===== src/rtl/instruction_fetch.sv =====
// Purpose : RISC-V fetch stage; owns the PC, reads the combinational imem, fills one fetch/decode slot.
// Latency : one cycle from imem_addr_o=p to the word at p sitting valid in the slot; one bubble per redirect.
// Backpres: the slot and PC hold while if_valid_o=1 and if_ready_i=0; redirects are never blocked by backpressure.
//
// Ports:
//   clk_i, rst_n_i                 clock, async active-low reset
//   imem_addr_o / imem_instr_i     byte address out (always the PC register), instruction word back same cycle
//   redirect_valid_i/redirect_pc_i taken branch/jump target from execute
//   if_valid_o/if_ready_i          slot handshake to decode; if_instr_o/if_pc_o are the slot contents
//   fault_o                        sticky misaligned-redirect fault; stage halted until reset
module instruction_fetch #(
    parameter logic [31:0] RESET_PC = 32'h0000_0000
) (
    input  logic        clk_i,
    input  logic        rst_n_i,
    output logic [31:0] imem_addr_o,
    input  logic [31:0] imem_instr_i,
    input  logic        redirect_valid_i,
    input  logic [31:0] redirect_pc_i,
    output logic        if_valid_o,
    input  logic        if_ready_i,
    output logic [31:0] if_instr_o,
    output logic [31:0] if_pc_o,
    output logic        fault_o
);

    typedef enum logic {
        RUN  = 1'b0,
        HALT = 1'b1
    } state_t;

    state_t      state_q, state_d;
    logic [31:0] pc_q, pc_d;
    logic        vld_q, vld_d;
    logic [31:0] instr_q, instr_d;
    logic [31:0] slot_pc_q, slot_pc_d;
    logic        fault_q, fault_d;
    logic        slot_free;

    // The slot can take a new word if it is empty or is being handed to decode on this edge.
    assign slot_free = !vld_q || if_ready_i;

    always_comb begin
        state_d   = state_q;
        pc_d      = pc_q;
        vld_d     = vld_q;
        instr_d   = instr_q;
        slot_pc_d = slot_pc_q;
        fault_d   = fault_q;

        if (state_q == RUN) begin
            if (redirect_valid_i) begin
                // Redirect wins over fetch and stall. The slot data is left in place;
                // only the valid bit drops, decode ignores contents while invalid.
                pc_d  = redirect_pc_i;
                vld_d = 1'b0;
                if (redirect_pc_i[1:0] != 2'b00) begin
                    fault_d = 1'b1;
                    state_d = HALT;
                end
            end else if (slot_free) begin
                instr_d   = imem_instr_i;
                slot_pc_d = pc_q;
                vld_d     = 1'b1;
                pc_d      = pc_q + 32'd4;   // modulo 2^32, wraps silently
            end
        end
        // HALT: everything holds; only reset leaves.
    end

    always_ff @(posedge clk_i or negedge rst_n_i) begin
        if (!rst_n_i) begin
            state_q   <= RUN;
            pc_q      <= RESET_PC;
            vld_q     <= 1'b0;
            instr_q   <= 32'h0;
            slot_pc_q <= 32'h0;
            fault_q   <= 1'b0;
        end else begin
            state_q   <= state_d;
            pc_q      <= pc_d;
            vld_q     <= vld_d;
            instr_q   <= instr_d;
            slot_pc_q <= slot_pc_d;
            fault_q   <= fault_d;
        end
    end

    assign imem_addr_o = pc_q;
    assign if_valid_o  = vld_q;
    assign if_instr_o  = instr_q;
    assign if_pc_o     = slot_pc_q;
    assign fault_o     = fault_q;

endmodule


===== config.mk =====
export PLATFORM = sky130hd
export DESIGN_NAME = instruction_fetch
export DESIGN_NICKNAME = d
export VERILOG_FILES = /design/src/rtl/instruction_fetch.sv
export SDC_FILE = /design/constraint.sdc
export NUM_CORES = 1
export LEC_CHECK = 0
export CAP_MARGIN = 20
export CORE_ASPECT_RATIO = 1.2
export CORE_MARGIN = 2
export CORE_UTILIZATION = 63
export CTS_CLUSTER_DIAMETER = 40
export CTS_CLUSTER_SIZE = 16
export DETAILED_ROUTE_END_ITERATION = 8
export DONT_BUFFER_PORTS = 1
export GPL_TIMING_DRIVEN = 1
export PLACE_DENSITY = 0.81
export SLEW_MARGIN = 0
export SYNTH_ARGS = -nofsm -noshare
export SYNTH_HDL_FRONTEND = slang
export SYNTH_SLANG_ARGS = --single-unit

===== constraint.sdc =====
create_clock -name clk_i -period 2.8 [get_ports clk_i]
set_clock_uncertainty 0.05 [all_clocks]
set_input_delay 0.84 -clock clk_i [delete_from_list [all_inputs] [get_ports clk_i]]
set_output_delay 0.84 -clock clk_i [all_outputs]
set_load 0.01 [all_outputs]

==> metrics <==
setup_tns 0 ns; sequential share of the synthesized area 0.541; Max Clk Rate 442 MHz; Hold Violations, Final 0; grt total ovfl 0; Max Cap Viol 0; Mean Syn Cell Area 11.2 sq um; Power Density 499 nW/um^2; ratio of final minimum period to clock period 0.809; post-DR vias/cell 6.87; CP required 3.01 ns; Buf/Inv on CP 0; Worst Tran Pin Value 0.700 ns; Leak 2.16 nW; Final nets 476; row count 34; post-CTS sizing 0; Setup CP Type reg -> reg; fraction of layout cells with a size suffix above 1 0.245; cell family with most CP delay simple AND/OR/NAND/NOR gates; max incr delay on CP 0.63 ns; First-pass DRT Iterations 5; FF+latch count, synth 99; Worst setup EP type register; RSZ-0062 raised after global routing false; slew margin rel. 0.530; Core ar. 7150 sq um; Synth area leaders dfrtp_1 54%, mux2_2 16%, a21oi_1 2.3%; commonest non-fill, non-tap cell in the layout dfrtp_1; non-filler cells, final 502; CTS H-tree lvls 3; IO Pins 166; synthesized area 4580 sq um; die area 7970 sq um; Die H 97.4 microns; Most used DFF post-synth dfrtp_1; Die X 81.8 microns; via count 3447; Critical-path top delay cell or4_4; dpl cells 486; most frequent cells in the layout 99 x dfrtp_1, 65 x mux2_2, 25 x nor2_1, 25 x nand2_1, 21 x a21oi_1; number of synthesis warnings 0; antenna violation net count after detailed routing 0; DP HPWL 7820 microns; Peak VDD IR 305 uV; clock-pin slew on the worst setup and hold paths 0.10 ns; total clock sinks 99; area leader, netlist dfrtp_1; final WL 11300 microns; GRT Total Usage 0.289; hold crit path type in -> async; CTS Root Cell clkbuf_8; Max clock buf depth 2; initial core utilization 0.641; n_diodes 0; Routed WL per cell 22.5 microns; cell count after synthesis 410; drt initial violations 261; crit-path max FO 9; outcome complete, no violations; Pins Over Slew Limit 0; crit path DAT 2.47 ns; minimum clock period 2.26 ns; TritonCTS clock tree built; worst skew pair latency 0.36 ns; Setup Buffers After CTS 0; crit start category register; Fin Hold WS 0.108 ns; clock buffer count from CTS 9; RePlAce Congestion 0.924; pin count of the biggest net entering global routing 100; asr flop ratio synth 1.00; hold_buf cts 0; Area Growth Syn to Fin 6.56%; Yosys top cell area share 0.541; initial antenna violation count 0; vias in the first global route 3453; crit-path cells nand4_2, or4_4, nor4_4, mux2i_1, nor3_2; EDFF count, synth 0; input/output buffers 0; residual DRC count 0; first-pass GRT wire length 17500 microns; Synth Net Count 479; Yosys cell types 49; Setup-failing EPs final 0
layer usage:
| metal | GRT usage | part of all wire | vias up |
|---|---|---|---|
| li1 | - | - | 1502 |
| met5 | 0 | 0 | - |
| met1 | 0.350 | 0.36 | 1689 |
| met4 | 0.121 | 0.022 | 0 |
| met3 | 0.0957 | 0.11 | 29 |
| met2 | 0.465 | 0.51 | 227 |
where the power goes:
part           total (W)  internal [W]  switching [W]
Combinational  0.0000689     0.0000382      0.0000307
Clock           0.000848      0.000335       0.000513
Sequential       0.00152       0.00146      0.0000543
final cells by class:
cell class	instances	area [sq um]
clock buffer	10	128
clock inverter	6	50.0
sequential	99	2480
inverter	7	26.3
timing repair buffer	9	92.6
tap	90	113
fill	529	2270
multi-input combinational	281	1990
metrics by stage:
stage                     worst slack [ns]  cell area, sq um  power [W]   util
after global routing                 0.437              4880    0.00252  0.683
after CTS                            0.557              4880    0.00245  0.683
final                                0.535              4880    0.00243  0.683
after global placement               0.647              4700    0.00161  0.658
after detailed placement             0.560              4700    0.00161  0.658
after floorplan                      0.532              4580    0.00160      -
final timing paths:
check	endpoint	slack (ns)	from	cells past startpoint
max	imem_addr_o[31]	0.54	imem_addr_o[6]	5
min	imem_addr_o[23]	0.11	rst_n_i	0
max reg2reg	imem_addr_o[31]	0.54	imem_addr_o[6]	5
min reg2reg	fault_o	0.53	fault_o	1
max in group asynchronous	if_valid_o	2.45	rst_n_i	0
min in group clk_i	fault_o	0.53	fault_o	1
cell usage after synthesis (4+ instances only):
| cell type | n |
|---|---|
| nor2_1 | 25 |
| nand4_1 | 12 |
| and3_1 | 7 |
| a21oi_1 | 21 |
| nor3_1 | 21 |
| nand2_1 | 25 |
| a22oi_1 | 5 |
| mux2i_1 | 4 |
| nand3_1 | 20 |
| dfrtp_1 | 99 |
| o22ai_1 | 5 |
| o21ai_0 | 20 |
| clkbuf_1 | 22 |
| mux2_2 | 65 |
| inv_1 | 7 |
cells by family after synthesis:
family	count (synthesis)	synth area share
buf+inv	30	0.0249
simple gates	135	0.159
compound gates	76	0.104
fa+ha+maj	1	0.00273
mux	69	0.169
flops	99	0.541
flip-flops by register name (all words and copies together), names as in the netlist:
register / flops
state_q: 1
imem_addr_o: 32
if_instr_o: 32
if_pc_o: 32
fault_o: 1
if_valid_o: 1
Power figures use the tool's default switching activity.
